$ cat config.mk
export PLATFORM = sky130hd
export DESIGN_NAME = fetch_unit
export DESIGN_NICKNAME = d
export VERILOG_FILES = /design/src/rtl/fetch_unit.sv
export SDC_FILE = /design/constraint.sdc
export NUM_CORES = 1
export LEC_CHECK = 0
export BUFFER_PORTS_ARGS = -buffer_cell sky130_fd_sc_hd__buf_2
export CAP_MARGIN = 20
export CORE_ASPECT_RATIO = 0.9
export CORE_MARGIN = 4
export CORE_UTILIZATION = 40
export DETAILED_ROUTE_END_ITERATION = 7
export RECOVER_POWER = 100
export SYNTH_ARGS = -nofsm -noshare
export SYNTH_HDL_FRONTEND = slang
export SYNTH_SLANG_ARGS = --single-unit
$ cat constraint.sdc
create_clock -name clk -period 4 [get_ports clk]
set_input_delay 0.6 -clock clk [delete_from_list [all_inputs] [get_ports clk]]
set_output_delay 0.6 -clock clk [all_outputs]
set_load 0.1 [all_outputs]
$ cat src/rtl/fetch_unit.sv
// fetch_unit: instruction fetch front end.
// Owns the fetch PC, issues one outstanding request at a time to instruction
// memory over a req/ack handshake, holds the returned word in a one-entry
// buffer until decode consumes it, and squashes stale returns when a
// redirect arrives while a request is in flight.
//
// Ports:
//   clk              clock, all state updates on the rising edge
//   rst              asynchronous active-low reset
//   imem_req         fetch request to instruction memory
//   imem_addr        word-aligned fetch address
//   imem_ack         memory returns data this cycle (only honoured in REQ)
//   imem_rdata       instruction word, valid with imem_ack
//   instr            buffered instruction to decode
//   instr_valid      instr/pc hold a live instruction
//   instr_ready      decode consumes instr this edge when instr_valid=1
//   pc               address of instr
//   redirect         branch-taken or jump resolved this cycle
//   redirect_target  new fetch address, bits[1:0] forced to 0
//   squash_count     saturating count of discarded fetched words
module fetch_unit #(
  parameter logic [31:0] RESET_PC  = 32'hBFC00000,
  parameter int unsigned CNT_WIDTH = 8
) (
  input  logic                 clk,
  input  logic                 rst,
  output logic                 imem_req,
  output logic [31:0]          imem_addr,
  input  logic                 imem_ack,
  input  logic [31:0]          imem_rdata,
  output logic [31:0]          instr,
  output logic                 instr_valid,
  input  logic                 instr_ready,
  output logic [31:0]          pc,
  input  logic                 redirect,
  input  logic [31:0]          redirect_target,
  output logic [CNT_WIDTH-1:0] squash_count
);

  localparam logic [31:0] NOP = 32'h00000013;

  typedef enum logic [1:0] {
    IDLE,
    REQ,
    HOLD
  } state_t;

  state_t               r_state;
  logic                 r_req;
  logic [31:0]          r_fetch_pc;
  logic [31:0]          r_instr;
  logic [31:0]          r_pc;
  logic                 r_instr_valid;
  logic                 r_pend;
  logic [31:0]          r_pend_pc;
  logic [CNT_WIDTH-1:0] r_squash;

  logic [31:0]          w_target;
  logic [CNT_WIDTH-1:0] w_squash_inc;

  // Masking (rather than slicing) keeps every target bit in use.
  assign w_target     = redirect_target & ~32'h3;
  assign w_squash_inc = (r_squash == '1) ? r_squash : r_squash + 1'b1;

  always_ff @(posedge clk or negedge rst) begin
    if (!rst) begin
      r_state       <= IDLE;
      r_req         <= 1'b0;
      r_fetch_pc    <= RESET_PC;
      r_instr       <= NOP;
      r_pc          <= RESET_PC;
      r_instr_valid <= 1'b0;
      r_pend        <= 1'b0;
      r_pend_pc     <= RESET_PC;
      r_squash      <= '0;
    end else begin
      case (r_state)
        IDLE: begin
          if (redirect) r_fetch_pc <= w_target;
          r_state <= REQ;
          r_req   <= 1'b1;
        end

        REQ: begin
          if (imem_ack) begin
            if (redirect || r_pend) begin
              // Stale return: drop it and re-issue at the newest target.
              // A same-edge redirect wins over the remembered one.
              r_squash   <= w_squash_inc;
              r_fetch_pc <= redirect ? w_target : r_pend_pc;
              r_pend     <= 1'b0;
            end else begin
              r_instr       <= imem_rdata;
              r_pc          <= r_fetch_pc;
              r_instr_valid <= 1'b1;
              r_fetch_pc    <= r_fetch_pc + 32'd4;
              r_state       <= HOLD;
              r_req         <= 1'b0;
            end
          end else if (redirect) begin
            // Address must stay put until ack; remember where to go next.
            r_pend    <= 1'b1;
            r_pend_pc <= w_target;
          end
        end

        HOLD: begin
          if (redirect) begin
            if (!instr_ready) r_squash <= w_squash_inc;
            r_instr_valid <= 1'b0;
            r_fetch_pc    <= w_target;
            r_state       <= REQ;
            r_req         <= 1'b1;
          end else if (instr_ready) begin
            r_instr_valid <= 1'b0;
            r_state       <= REQ;
            r_req         <= 1'b1;
          end
        end

        default: begin
          r_state <= IDLE;
          r_req   <= 1'b0;
        end
      endcase
    end
  end

  assign imem_req     = r_req;
  assign imem_addr    = r_fetch_pc;
  assign instr        = r_instr;
  assign instr_valid  = r_instr_valid;
  assign pc           = r_pc;
  assign squash_count = r_squash;

endmodule

# [Word-level counts from Yosys, hierarchy flattened]
# Cells that the tools add are included.
[op_classes] bitwise=2 eq_ne=11 n_reduce_logical=13 muxes=29 n_addsub=2
[op_table] cell="$mux W32" n=4
[op_table] cell="$pmux W32 S2" n=1
[op_table] cell="$mux W8" n=5
[op_table] cell="$add A32 B3 Y32 const B" n=1
[op_table] cell="$pmux W8 S2" n=1
[op_table] cell="$reduce_and A3 Y1" n=4
[op_table] cell="$mux W1" n=11
[op_table] cell="$ne A2 B2 Y1 const B" n=5
[op_table] cell="$add A8 B1 Y8 const B" n=1
[op_table] cell="$eq A8 B8 Y1 const B" n=1
[op_table] cell="$mux W2" n=4
[op_table] cell="$pmux W2 S3" n=1
[op_table] cell="$reduce_bool A2 Y1" n=3
[op_table] cell="$reduce_and A5 Y1" n=1
[op_table] cell="$ne A2 B1 Y1 const B" n=2
[op_table] cell="$reduce_and A4 Y1" n=1
[op_table] cell="$ne A3 B3 Y1 const B" n=1
[op_table] cell="$pmux W1 S3" n=1
[op_table] cell="$eq A2 B1 Y1 const B" n=1
[op_table] cell="$eq A2 B2 Y1 const B" n=1
[op_table] cell="$logic_not A2 Y1" n=1
[op_table] cell="$not A1 Y1" n=2
[op_table] cell="$pmux W1 S2" n=1
[op_table] cell="$reduce_and A2 Y1" n=1
[op_table] cell="other kinds (2)" n=2
[word_totals] inputBits=69 elab_cells=66 ff_bits=141 out_inout_bits=106

# [Depth between registers and ports, before layout]
[logic_depth] word_depth=5 mapped_depth=8 mapped_depth_nobuf=6

# [Worst setup path before layout]
# Ideal clock, no wire load.
[synth_path] kind="register to register" from="register r_fetch_pc[2] (netlist: imem_addr[2])" to="register r_fetch_pc[24] (netlist: imem_addr[24])" stages_incl_launch_ff=8 period_less_slack_ps=2586 required_time_ps=3906 n_path_buf=1 setup_slack_ps=1414 setup_ps=94 arrival_time_ps=2492 path_cell_list="dfrtp_1 > ha_1 > and4_1 > buf_2 > nor4b_1 > and4b_1 > a211oi_1 > a311oi_1"
[synth_via] elab_chain_cells=4
[synth_lines] item="start: declaration" line_no="50" source="logic [31:0] r_fetch_pc;"
[synth_lines] item="start signal: assignment" line_no="79" source="if (redirect) r_fetch_pc <= w_target;"
[synth_lines] item="start signal: assignment" line_no="90" source="r_fetch_pc <= redirect ? w_target : r_pend_pc;"
[synth_lines] item="start signal: assignment" line_no="96" source="r_fetch_pc <= r_fetch_pc + 32'd4;"
[synth_lines] item="$add A32 B3 Y32" line_no="96"
[synth_lines] item="$mux W32" line_no="86" source="if (redirect || r_pend) begin"
[synth_lines] item="$mux W32" line_no="85" source="if (imem_ack) begin"
[synth_lines] item="$pmux W32 S2" line_no="77" source="case (r_state)"
# No other way between the ends. The select of a mux whose other input is x is not followed.
# A chain may end at the register's enable or synchronous reset.

# [Worst setup path in the final report]
[layout_path] from="register r_state[0]" to="register r_fetch_pc[22] (netlist: imem_addr[22])"
[layout_via] elab_chain_cells=4 word_cells_on_any_way=9 classes_between="eq/ne (4); mux (1); reduce/logical (4)"
[layout_lines] item="start: declaration" line_no="48" source="state_t r_state;"
[layout_lines] item="start signal: assignment" line_no="67" source="r_state <= IDLE;"
[layout_lines] item="start signal: assignment" line_no="80" source="r_state <= REQ;"
[layout_lines] item="start signal: assignment" line_no="97" source="r_state <= HOLD;"
[layout_lines] item="$eq A2 B2 Y1 or $logic_not A2 Y1 (tied branches)" line_no="77"
[layout_lines] item="$reduce_or A2 Y1 (no source line)"
[layout_lines] item="$ne A2 B1 Y1 (no source line) or $reduce_bool A2 Y1 (tied branches)"
[layout_lines] item="$reduce_and A3 Y1 (no source line)"
# Several ways; a longest one is shown, not always the timed one.

==> impl_metrics.yaml <==
run_status:
  status: "finished with violations"
  violations: "capacitance limit, slew limit"
timing:
  setup_viol: 0
  finalCriticalPeriod_ns: 3.05
  finalCritPeriodShare_pct: 76.3
  finClkSkew_ns: 0.0121
  hold_viol: 0
  tightest_slew_ns: 2.33
  max_slew_margin_pct: -55.2
  fin_setup_tns_ns: 0
  fmax_ghz: 0.328
  slew_violations: 128
  rsz0062_at_grt: "no"
logic_synthesis:
  syn_area_sq_um: 6720
  synth_cells: 722
  synth_top_area_share_pct: 41.3
  synth.distinct_cells: 63
  synth_edf_count: 0
  syn_avg_cell_area_sq_um: 9.31
  synth_ff_type: "dfrtp_1"
  yosysSeqAreaShare_pct: 53.1
  syn_nets: 793
  synth_most_common_cell: "nand2_1"
  async_flop_share_pct: 100
  ys_top_cells_by_area: "dfrtp_1 (41%), nand2_1 (13%), dfstp_2 (12%)"
  ys_seq_elements: 141
  yosysWarningCount: 0
  synth_area_leader_cell: "dfrtp_1"
  yosys-top-cells-count: "nand2_1 (224), dfrtp_1 (111), a21oi_1 (37)"
die:
  rows: 44
  dieArea_sq_um: 18900
  boundaryPins: 175
  coreArea_sq_um: 16300
  start_util_pct: 41.2
  dieHeight_um: 131
  die_w_um: 145
clock_tree:
  h-tree-depth: 4
  clock_path_buffers: 2
  cts_root_buf: "clkbuf_16"
  path_clk_slew_ns: 0.06
  cts_inserted_buffers: 17
  cts-resized-gates: 0
  clk_latency_ns: 0.43
  holdBufCountCts: 0
  clkSinkCount: 141
  postCtsSetupRepairBufs: 0
  cts_tree: "built"
critical_path:
  worstSetupPathType: "reg2reg"
  worst_ep_required_time_ns: 4.33
  r2r-end: "imem_addr[22]"
  worst_setup_path_start_kind: "register"
  arrival_ns: 3.38
  cp_max_fo: 17
  cp-end-kind: "register"
  r2r_cells: 6
  r2r-start: "r_state[0]"
  rrSetupSlack_ns: 0.95
hold_path:
  hold_path_end: "instr[0]"
  hold_start: "imem_rdata[0]"
  hold_class: "in2reg"
  hold_depth: 3
detailed_routing:
  drt_iter0_markers: 435
  drcViolationCount: 0
  wirelength_um: 19100
  drt_first_pass_iters: 5
  wl_per_cell_um: 17.4
  vias_per_cell: 5.18
  ant_nets: 0
  vias: 5690
final_layout:
  drive_above_1_share_pct: 18.8
  n_antenna_cell: 0
  nets: 950
  postLayoutCellArea_sq_um: 8140
  area_growth_pct: 21.1
place:
  dpl-instance-area_sq_um: 7760
  gp_congestion: 0.789
  dp_hpwl_um: 13000
  portBuffers: 172
global_route:
  grt_antenna_before_repair: 0
  grt_pass1_wl_um: 30100
  grt_max_degree: 92
  grt_pass1_vias: 5507
  grt_usage_pct: 20.4
  grt.overflow.total: 0
flow_run:
  maxCapViolCount: 2
## registers in the layout, summed over array words and instances, names as in the netlist
signal,cells
squash_count,8
r_pend,1
r_state,2
imem_addr,32
r_pend_pc,32
instr,32
instr_valid,1
pc,32
imem_req,1
## final cells by class
| type | count | area [sq um] |
|---|---|---|
| Clock buffer | 19 | 453 |
| Clock inverter | 13 | 115 |
| Fill cell | 1633 | 8160 |
| Inverter | 11 | 41.3 |
| Multi-Input combinational cell | 523 | 2890 |
| Sequential cell | 141 | 3570 |
| Tap cell | 207 | 259 |
| Timing Repair Buffer | 185 | 816 |
## worst max-delay path by stage
stage               endpoint  slack, ns         start
2_1_floorplan  imem_addr[24]       1.41  imem_addr[2]
3_3_place_gp          pc[21]       1.32      redirect
3_5_place_dp          pc[21]       1.32      redirect
4_1_cts        imem_addr[24]       1.59  imem_addr[2]
5_1_grt        imem_addr[24]       0.71    r_state[0]
6_report       imem_addr[22]       0.95    r_state[0]
## placed cells by master (no fill, tap or decap), drive strengths merged, types with 2 or more instances in the layout
| cell | Yosys | final |
|---|---|---|
| dfrtp | 111 | 111 |
| a2bb2oi | 2 | 2 |
| and2 | 2 | 2 |
| clkinv | 1 | 6 |
| a41o | 2 | 2 |
| a31oi | 8 | 8 |
| nand2 | 224 | 224 |
| xor2 | 10 | 10 |
| clkinvlp | 0 | 4 |
| ha | 2 | 2 |
| o21ai | 33 | 33 |
| mux2 | 26 | 26 |
| a22oi | 4 | 4 |
| nand3b | 5 | 5 |
| and3 | 16 | 16 |
| and4 | 2 | 2 |
| o31ai | 2 | 2 |
| nor3 | 4 | 4 |
| nor2 | 34 | 34 |
| a22o | 2 | 2 |
| clkbuf | 29 | 132 |
| nand2b | 4 | 4 |
| a221oi | 6 | 6 |
| nor4 | 4 | 4 |
| nand4 | 11 | 11 |
| a211oi | 7 | 7 |
| nor3b | 3 | 3 |
| xnor2 | 9 | 9 |
| nand3 | 20 | 20 |
| a21oi | 37 | 37 |
| a21o | 2 | 2 |
| inv | 10 | 13 |
| buf | 18 | 72 |
| o22ai | 6 | 6 |
| mux2i | 9 | 9 |
| dfstp | 30 | 30 |
| a311oi | 4 | 4 |
| nor2b | 6 | 6 |
## per-layer routing
layer / wire (um) / GRT usage [%]
met3: 1120 / 5.42
met1: 8700 / 28.6
met4: 154 / 4.99
met5: 0 / 0
met2: 9100 / 31.8
## cells by family after synthesis
| logic type | share of synthesized area (%) |
|---|---|
| compound gates | 11.7 |
| xor+xnor | 2.48 |
| fa+ha+maj | 0.372 |
| buf+inv | 3.61 |
| flops | 53.1 |
| mux | 5.70 |
| simple gates | 23.1 |
## metrics by stage
step	utilization [%]	hold WS [ns]	worst slack, ns	instances
floorplan	-	0.304	1.41	722
global placement	47.6	0.445	1.32	1067
detailed placement	47.6	0.448	1.32	1067
CTS	51.1	0.294	1.59	1099
global route	49.9	0.357	0.710	1099
finish	49.9	0.362	0.948	1099
## worst max-delay path, cell delays in order, from the launching register on
cell      delay [ns]
dfrtp_1         0.53
clkbuf_1        0.41
clkinv_1        0.21
a21oi_1         0.71
clkbuf_1        0.69
a21oi_1         0.15
a211oi_1        0.26
Power is left out: the tool's default activity adds up to more than one toggle a clock period on the data nets, which glitch-free logic cannot reach.
